<file path="src/rtl/ae_seq_core.sv">
// Self-sequencing fixed-point autoencoder core: fetches instructions from an external ROM and executes them on a register file.
// Latency: 2 cycles per instruction (FETCH, EXEC); done pulses the cycle after HALT executes.
// Backpressure: none; start is taken only in IDLE and host writes are dropped while busy.
//
// Ports: clock/reset (async active-high); start/busy/done/illegal run control and status;
// pc and instr_addr (ROM address, equal to pc); instr_data (combinational ROM data);
// host_we/host_addr/host_wdata/host_rdata give host access to the register file.
module ae_seq_core #(
    parameter int DATA_W = 16,
    parameter int FRAC_W = 8,
    parameter int ADDR_W = 4,
    parameter int PC_W   = 5,
    localparam int INSTR_W = 4 + 3 * ADDR_W
) (
    input  logic               clock,
    input  logic               reset,
    input  logic               start,
    output logic               busy,
    output logic               done,
    output logic               illegal,
    output logic [PC_W-1:0]    pc,
    output logic [PC_W-1:0]    instr_addr,
    input  logic [INSTR_W-1:0] instr_data,
    input  logic               host_we,
    input  logic [ADDR_W-1:0]  host_addr,
    input  logic [DATA_W-1:0]  host_wdata,
    output logic [DATA_W-1:0]  host_rdata
);

    localparam int DEPTH = 2 ** ADDR_W;
    localparam int IMM_W = 2 * ADDR_W;
    // Intermediate width: wide enough for any sum or shifted product before saturation.
    localparam int WW    = 2 * DATA_W + 2;

    localparam logic signed [WW-1:0] SAT_HI = {{(WW-DATA_W+1){1'b0}}, {(DATA_W-1){1'b1}}};
    localparam logic signed [WW-1:0] SAT_LO = {{(WW-DATA_W+1){1'b1}}, {(DATA_W-1){1'b0}}};
    localparam logic [DATA_W-1:0] MAX_D = {1'b0, {(DATA_W-1){1'b1}}};
    localparam logic [DATA_W-1:0] MIN_D = {1'b1, {(DATA_W-1){1'b0}}};

    localparam logic [DATA_W-1:0] ONE  = DATA_W'(1) << FRAC_W;
    localparam logic [DATA_W-1:0] HALF = ONE >> 1;
    localparam logic [DATA_W-1:0] C58  = DATA_W'(5) << (FRAC_W - 3);   // 5/8
    localparam logic [DATA_W-1:0] C27  = DATA_W'(27) << (FRAC_W - 5);  // 27/32
    // Breakpoints compared in a wider field because 5*ONE may not fit DATA_W.
    localparam logic [DATA_W+2:0] T_ONE = (DATA_W+3)'(1) << FRAC_W;
    localparam logic [DATA_W+2:0] T_19  = (DATA_W+3)'(19) << (FRAC_W - 3);
    localparam logic [DATA_W+2:0] T_5   = (DATA_W+3)'(5) << FRAC_W;

    localparam logic [3:0] OP_ADD  = 4'd1,  OP_SUB  = 4'd2,  OP_MUL  = 4'd3,
                           OP_ADDR = 4'd4,  OP_MULR = 4'd5,  OP_SIG  = 4'd6,
                           OP_DSIG = 4'd7,  OP_MAC  = 4'd8,  OP_SETC = 4'd9,
                           OP_DJNZ = 4'd10, OP_HALT = 4'd15;

    typedef enum logic [1:0] {S_IDLE, S_FETCH, S_EXEC} state_t;

    state_t              state, state_nxt;
    logic [INSTR_W-1:0]  ir;
    logic [IMM_W-1:0]    loop_cnt;
    logic [DATA_W-1:0]   regs [DEPTH];

    logic [3:0]          opcode;
    logic [ADDR_W-1:0]   ra_idx, rb_idx, rd_idx;
    logic [IMM_W-1:0]    imm;
    logic [DATA_W-1:0]   ra_val, rb_val, rd_val, res;
    logic                wr_en;

    function automatic logic signed [WW-1:0] sx(input logic [DATA_W-1:0] v);
        return {{(WW-DATA_W){v[DATA_W-1]}}, v};
    endfunction

    function automatic logic [DATA_W-1:0] sat(input logic signed [WW-1:0] v);
        if (v > SAT_HI)      return MAX_D;
        else if (v < SAT_LO) return MIN_D;
        else                 return v[DATA_W-1:0];
    endfunction

    function automatic logic [DATA_W-1:0] relu(input logic [DATA_W-1:0] v);
        return v[DATA_W-1] ? '0 : v;
    endfunction

    // Full-width product, arithmetic shift (floor), then saturate.
    function automatic logic [DATA_W-1:0] fx_mul(input logic [DATA_W-1:0] a, input logic [DATA_W-1:0] b);
        logic signed [2*DATA_W-1:0] ae, be, p, sh;
        ae = {{DATA_W{a[DATA_W-1]}}, a};
        be = {{DATA_W{b[DATA_W-1]}}, b};
        p  = ae * be;
        sh = p >>> FRAC_W;
        return sat({{2{sh[2*DATA_W-1]}}, sh});
    endfunction

    function automatic logic [DATA_W-1:0] sigmoid(input logic [DATA_W-1:0] x);
        logic [DATA_W-1:0] a, y;
        logic [DATA_W+2:0] aw;
        if (x == MIN_D)       a = MAX_D;        // |min| is not representable
        else if (x[DATA_W-1]) a = ~x + DATA_W'(1);
        else                  a = x;
        aw = {3'b000, a};
        if (aw >= T_5)        y = ONE;
        else if (aw >= T_19)  y = (a >> 5) + C27;
        else if (aw >= T_ONE) y = (a >> 3) + C58;
        else                  y = (a >> 2) + HALF;
        return x[DATA_W-1] ? ONE - y : y;
    endfunction

    assign busy       = (state != S_IDLE);
    assign instr_addr = pc;
    assign host_rdata = regs[host_addr];

    assign opcode = ir[INSTR_W-1 -: 4];
    assign ra_idx = ir[3*ADDR_W-1:2*ADDR_W];
    assign rb_idx = ir[2*ADDR_W-1:ADDR_W];
    assign rd_idx = ir[ADDR_W-1:0];
    assign imm    = ir[2*ADDR_W-1:0];
    assign ra_val = regs[ra_idx];
    assign rb_val = regs[rb_idx];
    assign rd_val = regs[rd_idx];

    // Datapath: result and write enable for the instruction held in ir.
    always_comb begin
        res   = '0;
        wr_en = 1'b0;
        case (opcode)
            OP_ADD:  begin res = sat(sx(ra_val) + sx(rb_val));                     wr_en = 1'b1; end
            OP_SUB:  begin res = sat(sx(ra_val) - sx(rb_val));                     wr_en = 1'b1; end
            OP_MUL:  begin res = fx_mul(ra_val, rb_val);                           wr_en = 1'b1; end
            OP_ADDR: begin res = relu(sat(sx(ra_val) + sx(rb_val)));               wr_en = 1'b1; end
            OP_MULR: begin res = relu(fx_mul(ra_val, rb_val));                     wr_en = 1'b1; end
            OP_SIG:  begin res = sigmoid(ra_val);                                  wr_en = 1'b1; end
            OP_DSIG: begin res = fx_mul(ra_val, sat(sx(ONE) - sx(ra_val)));        wr_en = 1'b1; end
            OP_MAC:  begin res = sat(sx(rd_val) + sx(fx_mul(ra_val, rb_val)));     wr_en = 1'b1; end
            default: begin res = '0;                                               wr_en = 1'b0; end
        endcase
    end

    always_comb begin
        state_nxt = state;
        case (state)
            S_IDLE:  if (start) state_nxt = S_FETCH;
            S_FETCH: state_nxt = S_EXEC;
            S_EXEC:  state_nxt = (opcode == OP_HALT) ? S_IDLE : S_FETCH;
            default: state_nxt = S_IDLE;
        endcase
    end

    always_ff @(posedge clock or posedge reset) begin
        if (reset) begin
            state    <= S_IDLE;
            pc       <= '0;
            loop_cnt <= '0;
            ir       <= '0;
            done     <= 1'b0;
            illegal  <= 1'b0;
            for (int i = 0; i < DEPTH; i++) regs[i] <= '0;
        end else begin
            state <= state_nxt;
            done  <= 1'b0;
            case (state)
                S_IDLE: begin
                    if (host_we) regs[host_addr] <= host_wdata;
                    if (start) begin
                        pc       <= '0;
                        loop_cnt <= '0;
                        illegal  <= 1'b0;
                    end
                end
                S_FETCH: ir <= instr_data;
                S_EXEC: begin
                    if (wr_en) regs[rd_idx] <= res;
                    pc <= pc + PC_W'(1);
                    case (opcode)
                        OP_SETC: loop_cnt <= imm;
                        OP_DJNZ: begin
                            if (loop_cnt > IMM_W'(1)) begin
                                loop_cnt <= loop_cnt - IMM_W'(1);
                                pc       <= imm[PC_W-1:0];
                            end else begin
                                loop_cnt <= '0;
                            end
                        end
                        OP_HALT: begin
                            pc   <= pc;
                            done <= 1'b1;
                        end
                        4'd11, 4'd12, 4'd13, 4'd14: illegal <= 1'b1;
                        default: ;
                    endcase
                end
                default: ;
            endcase
        end
    end

endmodule

</file>
<file path="config.mk">
export PLATFORM = sky130hd
export DESIGN_NAME = ae_seq_core
export DESIGN_NICKNAME = d
export VERILOG_FILES = /design/src/rtl/ae_seq_core.sv
export SDC_FILE = /design/constraint.sdc
export NUM_CORES = 2
export LEC_CHECK = 0
export BUFFER_PORTS_ARGS = -buffer_cell sky130_fd_sc_hd__buf_2
export CORE_ASPECT_RATIO = 0.8
export CORE_UTILIZATION = 60
export DETAILED_ROUTE_END_ITERATION = 6
export PLACE_DENSITY = 0.76
export SETUP_SLACK_MARGIN = 0.3
export SYNTH_ARGS = -nofsm -noshare
export SYNTH_HDL_FRONTEND = slang
export SYNTH_SLANG_ARGS = --single-unit
</file>
<file path="constraint.sdc">
create_clock -name clock -period 31.3 [get_ports clock]
set_clock_uncertainty 0.15 [all_clocks]
set_input_delay 0 -clock clock [delete_from_list [all_inputs] [get_ports clock]]
set_output_delay 0 -clock clock [all_outputs]
set_load 0.02 [all_outputs]
</file>
# == After elaboration in Yosys (flattened, before gate mapping) ==
# Index checks and enable logic that the tools add are counted.
# op_classes
n_mux,65
n_bitwise,5
n_lt_le_gt_ge,22
n_addsub,11
reduce_logical,11
eq_ne,24
n_mul,2
# op_table
op,n
256-bit bitwise mux,2
256-bit two-way mux,2
256-bit one-hot mux with 2 select lines,1
16-bit two-way mux,31
16-bit binary-select mux with 4-bit select,4
16-bit demux with 4-bit select,2
16-bit one-hot mux with 8 select lines,1
15-bit two-way mux,5
17-bit by 16-bit greater-than comparator with 1-bit output (second input constant),4
17-bit by 16-bit less-than comparator with 1-bit output (second input constant),4
16-bit by 16-bit multiplier with 32-bit output,2
24-bit by 16-bit greater-than comparator with 1-bit output (second input constant),2
24-bit by 16-bit less-than comparator with 1-bit output (second input constant),2
16-bit by 16-bit adder with 17-bit output,2
4-bit == test (second input constant),8
8-bit one-hot mux with 2 select lines,2
5-bit greater-or-equal comparator (second input constant),4
4-bit inverter with 5-bit output,4
5-bit one-hot mux with 2 select lines,2
10-bit by 16-bit subtractor with 17-bit output (first input constant),1
16-bit by 16-bit subtractor with 17-bit output,1
16-bit by 1-bit adder with 16-bit output (second input constant),1
16-bit == test (second input constant),1
4-bit by 3-bit == test with 1-bit output (second input constant),4
other kinds (31),48
# word_totals
register_bits,289
wordCells,162
input_bits,40
output_inout_bits,29

# == Logic depth before layout (Yosys ltp) ==
# logic_depth
depth_word,20
mapped_depth,59

# == Least setup slack after synthesis ==
# Ideal clock, no wire load.
# synth_timing
path_type,register to register
start,reg ir[4]
end,reg regs[150] (netlist name)
required_ns,31.023
setup_time_ns,0.127
arrival_time_ns,13.488
path_buffers,10
path_stages_with_launch,54
path_slack_ns,17.535
cell_sequence,dfrtp_1 buf_1 clkbuf_1 buf_1 clkbuf_1 mux4_2 mux4_2 clkbuf_1 nand2_1 fa_1 inv_1 fa_1 inv_1 fa_1 fa_1 inv_1 fa_1 inv_1 (+18 left out) a21oi_1 o21bai_1 a21oi_1 o21bai_1 a21oi_1 a21oi_1 o211a_1 o21ai_0 or3b_2 and3_1 clkbuf_1 a32o_1 a221o_1 or4b_1 buf_2 buf_6 a222oi_1 inv_1
# synth_via
elab_chain_len,17
word_cells_on_any_way,33
cone_classes,3 x add/sub; 1 x mul; 8 x order compare; 20 x mux; 1 x bitwise
# synth_rtl
element,line_no,rtl
start: declaration,57,logic [INSTR_W-1:0] ir;
start signal: assignment,166,S_FETCH: ir <= instr_data;
4-bit inverter with 5-bit output (not written as such) *,115,assign rb_val = regs[rb_idx];
16-bit binary-select mux with 4-bit select *,115,
16-bit two-way mux (not written as such) * (2 in series),115,
16-bit by 16-bit multiplier with 32-bit output,86,p = ae * be;
24-bit by 16-bit less-than comparator with 1-bit output,73,else if (v < SAT_LO) return MIN_D;
16-bit two-way mux,73,
16-bit two-way mux,72,if (v > SAT_HI) return MAX_D;
16-bit two-way mux,122,case (opcode)
16-bit by 16-bit adder with 17-bit output,130,"OP_MAC: begin res = sat(sx(rd_val) + sx(fx_mul(ra_val, rb_val))); wr_en = 1'b1; end"
17-bit by 16-bit less-than comparator with 1-bit output,73,
16-bit two-way mux,73,
16-bit two-way mux,72,
16-bit one-hot mux with 8 select lines *,122,
256-bit bitwise mux *,168,if (wr_en) regs[rd_idx] <= res;
256-bit two-way mux *,168,
256-bit one-hot mux with 2 select lines *,157,case (state)
end signal: indexed assignment,159,if (host_we) regs[host_addr] <= host_wdata;
end signal: indexed assignment,168,
end: declaration,59,logic [DATA_W-1:0] regs [DEPTH];
# Every way passes the cells marked *; elsewhere a longest branch is shown, timed or not. The select of a mux whose other input is x is not followed.
# A chain may end at the register's enable or synchronous reset.

# == Worst setup path in the final report ==
# layout_timing
start,reg ir[8]
end,reg regs[149] (netlist name)
# layout_via
elab_chain_len,20
word_cells_on_any_way,62
cone_classes,9 x add/sub; 2 x mul; 15 x order compare; 1 x eq/ne; 33 x mux; 2 x bitwise
# layout_rtl
element,line_no,rtl
4-bit inverter with 5-bit output (not written as such) *,114,assign ra_val = regs[ra_idx];
16-bit binary-select mux with 4-bit select *,114,
16-bit two-way mux (not written as such) * (2 in series),114,
"parallel branches: the longest is 12 deep, another holds 16-bit by 16-bit multiplier with 32-bit output",-,
16-bit one-hot mux with 8 select lines *,122,
256-bit bitwise mux *,168,
256-bit two-way mux *,168,
256-bit one-hot mux with 2 select lines *,157,
# Every way passes the cells marked *. The select of a mux whose other input is x is not followed.

==> metrics <==
slew at the pin closest to its max-slew limit=1310 ps; final RePlAce weighted congestion=1.12; Synth Warn #=0; DP HPWL=125000 µm; number of global-route vias before repair=40500; Core Footprint=0.0742 mm²; Tot GR Track Use=0.459; pre-CTS WS=15350 ps; fillers=6187; Final Cell Area=0.0478 mm²; Syn-to-layout area delta=5.45%; Post-synth top cells=658 x inv_1, 525 x fa_1, 488 x nor2_1, 473 x nand2_1, 308 x a21oi_1; Critical-path top delay cell=nand4b_1; Fin. Hold Viols=8; mux contribution to synthesized area=0.159; vias per cell=7.15; critical path type=reg -> reg; grt total ovfl=0; Num CTS Buffers=27; placed cell areas=0.0465 mm²; multi-input logic area=0.0343 mm²; clock root cell=clkbuf_16; CTS tree=yes; post-layout util=0.644; sum of negative setup slack=0 ps; Die Span Y=248 µm; Worst Hold Margin=-13.3 ps; Post-Synth Simple-Gate Area=0.144; setup violators final=0; Mapped Cells=4952; Pins Over Slew Limit=0; FF+latch count, synth=289; Tcrit/Tclk final=0.534; Max Fclk=59.9 MHz; register area share after synthesis=0.160; max_cap viols=0; layout cells sized above 1=0.128; first-pass GRT wire length=258000 µm; Syn Std Cell Area=0.0453 mm²; RSZ-0062 raised after global routing=false; CP Launch Type=flop; Die W=309 µm; clock buffer depth=3; CP endpoint kind=flop; slew margin rel.=0.122; Skew-Pair Late Insertion Delay=600 ps; ranking of synthesized cells by area=fa_1 23%, dfrtp_1 16%, mux4_2 15%, ha_1 6.1%, inv_1 5.5%; wire per inst=29.4 µm; Synth top area share=0.232; Post-CTS Resized=0; area of the die=0.0766 mm²; sequential cell area=0.00725 mm²; IO buf count=68; detailed-route via count=42000; Synth Area in Adders=0.293; Setup WS post-layout=14600 ps; syn nets=5737; # rows=89; Required @ worst endpoint=31630 ps; outcome=finished with violations; Max FO, Critical Path=43; Worst EP arrival=17030 ps; most used cell, CP=fa_1; H-tree levels=1; top-count cell post-synth=inv_1; fin crit period=16700 ps; Mapped Avg Cell Area=9.14 µm²; pin count of the biggest net entering global routing=117; Initial Util=0.611; Initial DRC Count=7563; Compound-Gate Fraction of Synth Area=0.137; antenna violations before repair=7; ys async rst share=1.00; Top-Level Pins=69; DRC=159; CTS Sinks=289; Hold Path Class=in -> async; Final ANT Viol Nets=0; DR pass1 iterations=7; Yosys cell types=96; Worst-path clk slew=80 ps; Post-synth EDFFs=0; area leader, netlist=fa_1; largest family of logic cells by synthesized area=adder cells; Main synth FF type=dfrtp_1; Max stage delay on crit path=1140 ps; xor and xnor fraction of the mapped netlist area=0.0213; final-stage net count=5629; Final Routed Wirelength=172000 µm; failing checks=design-rule violations, negative hold slack
-- per-stage QoR --
stage	cells	hold WS [ps]
after floorplan	4952	-33.2
after global placement	5782	69.4
after detailed placement	5782	74.6
after CTS	5866	16.8
after global routing	5866	44.9
final	5872	-13.3
-- metal layers --
metal  vias to the layer above  GRT usage  part of all wire
met5                         -     0.0119           0.00086
met4                        14      0.175             0.055
met3                       770      0.253              0.20
met2                      4017      0.586              0.38
met1                     20400      0.640              0.36
li1                      16800          -                 -
-- kinds of logic after synthesis --
logic type,after synthesis
flip-flops,289
XOR/XNOR,110
buffers and inverters,1019
AND/OR/NAND/NOR,1457
AO/OA/AOI/OAI,989
multiplexers,343
adder cells (fa/ha/maj),745
-- worst max-delay path: cells and delay by family (launching register included) --
family | cells | cell delay, ps
AOI/OAI and AO/OA | 13 | 4210
xor gates and xnor gates | 2 | 470
adders and majority gates | 7 | 3360
buffers and inverters | 9 | 2590
DFF | 1 | 720
muxes | 2 | 870
and+or+nand+nor | 9 | 4070
-- cells in the final DEF (no fill, tap or decap), types with 24 or more instances in the layout --
cell type / Yosys / final
buf_4: 6 / 112
xnor2_1: 83 / 83
nor2_1: 488 / 487
mux4_2: 296 / 296
a21o_1: 48 / 48
a221oi_1: 68 / 67
buf_2: 19 / 66
and2_1: 32 / 32
dfrtp_1: 289 / 282
nor3_1: 225 / 225
fa_1: 525 / 525
nand2_1: 473 / 473
nand2b_1: 37 / 37
xor2_1: 27 / 27
clkbuf_16: 0 / 27
a21oi_1: 308 / 307
a22oi_1: 24 / 24
dlygate4sd3_1: 0 / 34
nand3_1: 46 / 46
mux2_2: 25 / 25
ha_1: 220 / 220
o21ai_0: 300 / 295
nand4_1: 26 / 26
inv_1: 658 / 657
-- what timing repair did --
action | in CTS | in global routing
endpoints found under the hold margin | 161 | 0
buffers inserted | 0 | 0
hold buffers | 34 | 0
-- area by class of cell --
type | count | share of cell area
diodes | 6 | 0.000314
clock buffers | 30 | 0.0150
clock inverters | 20 | 0.00414
inverters | 670 | 0.0528
multi-input cells | 3644 | 0.718
flip-flops and latches | 289 | 0.152
well taps | 1001 | 0.0262
repair buffers | 212 | 0.0317
-- flip-flops by register name, summed over array words and instances, names as in the netlist --
| name | count |
|---|---|
| done | 1 |
| illegal | 1 |
| instr_addr | 5 |
| ir | 16 |
| loop_cnt | 8 |
| regs | 256 |
| state | 2 |
-- final timing paths --
| check | startpoint | to | slack (ps) | depth (start not counted) |
|---|---|---|---|---|
| min reg2reg | illegal$_DFFE_PP0P_ | illegal$_DFFE_PP0P_ | 360 | 1 |
| min | reset | ir[2]$_DFFE_PP0N_ | -10 | 3 |
| min in group clock | instr_data[13] | ir[13]$_DFFE_PP0N_ | 20 | 3 |
| max reg2reg | ir[8]$_DFFE_PP0N_ | regs[149]$_DFFE_PP0P_ | 14600 | 42 |
| max in group asynchronous | reset | regs[249]$_DFFE_PP0P_ | 28620 | 5 |
| max | ir[8]$_DFFE_PP0N_ | regs[149]$_DFFE_PP0P_ | 14600 | 42 |
Power is left out: the tool's default activity adds up to more than one toggle a clock period on the data nets, which glitch-free logic cannot reach.
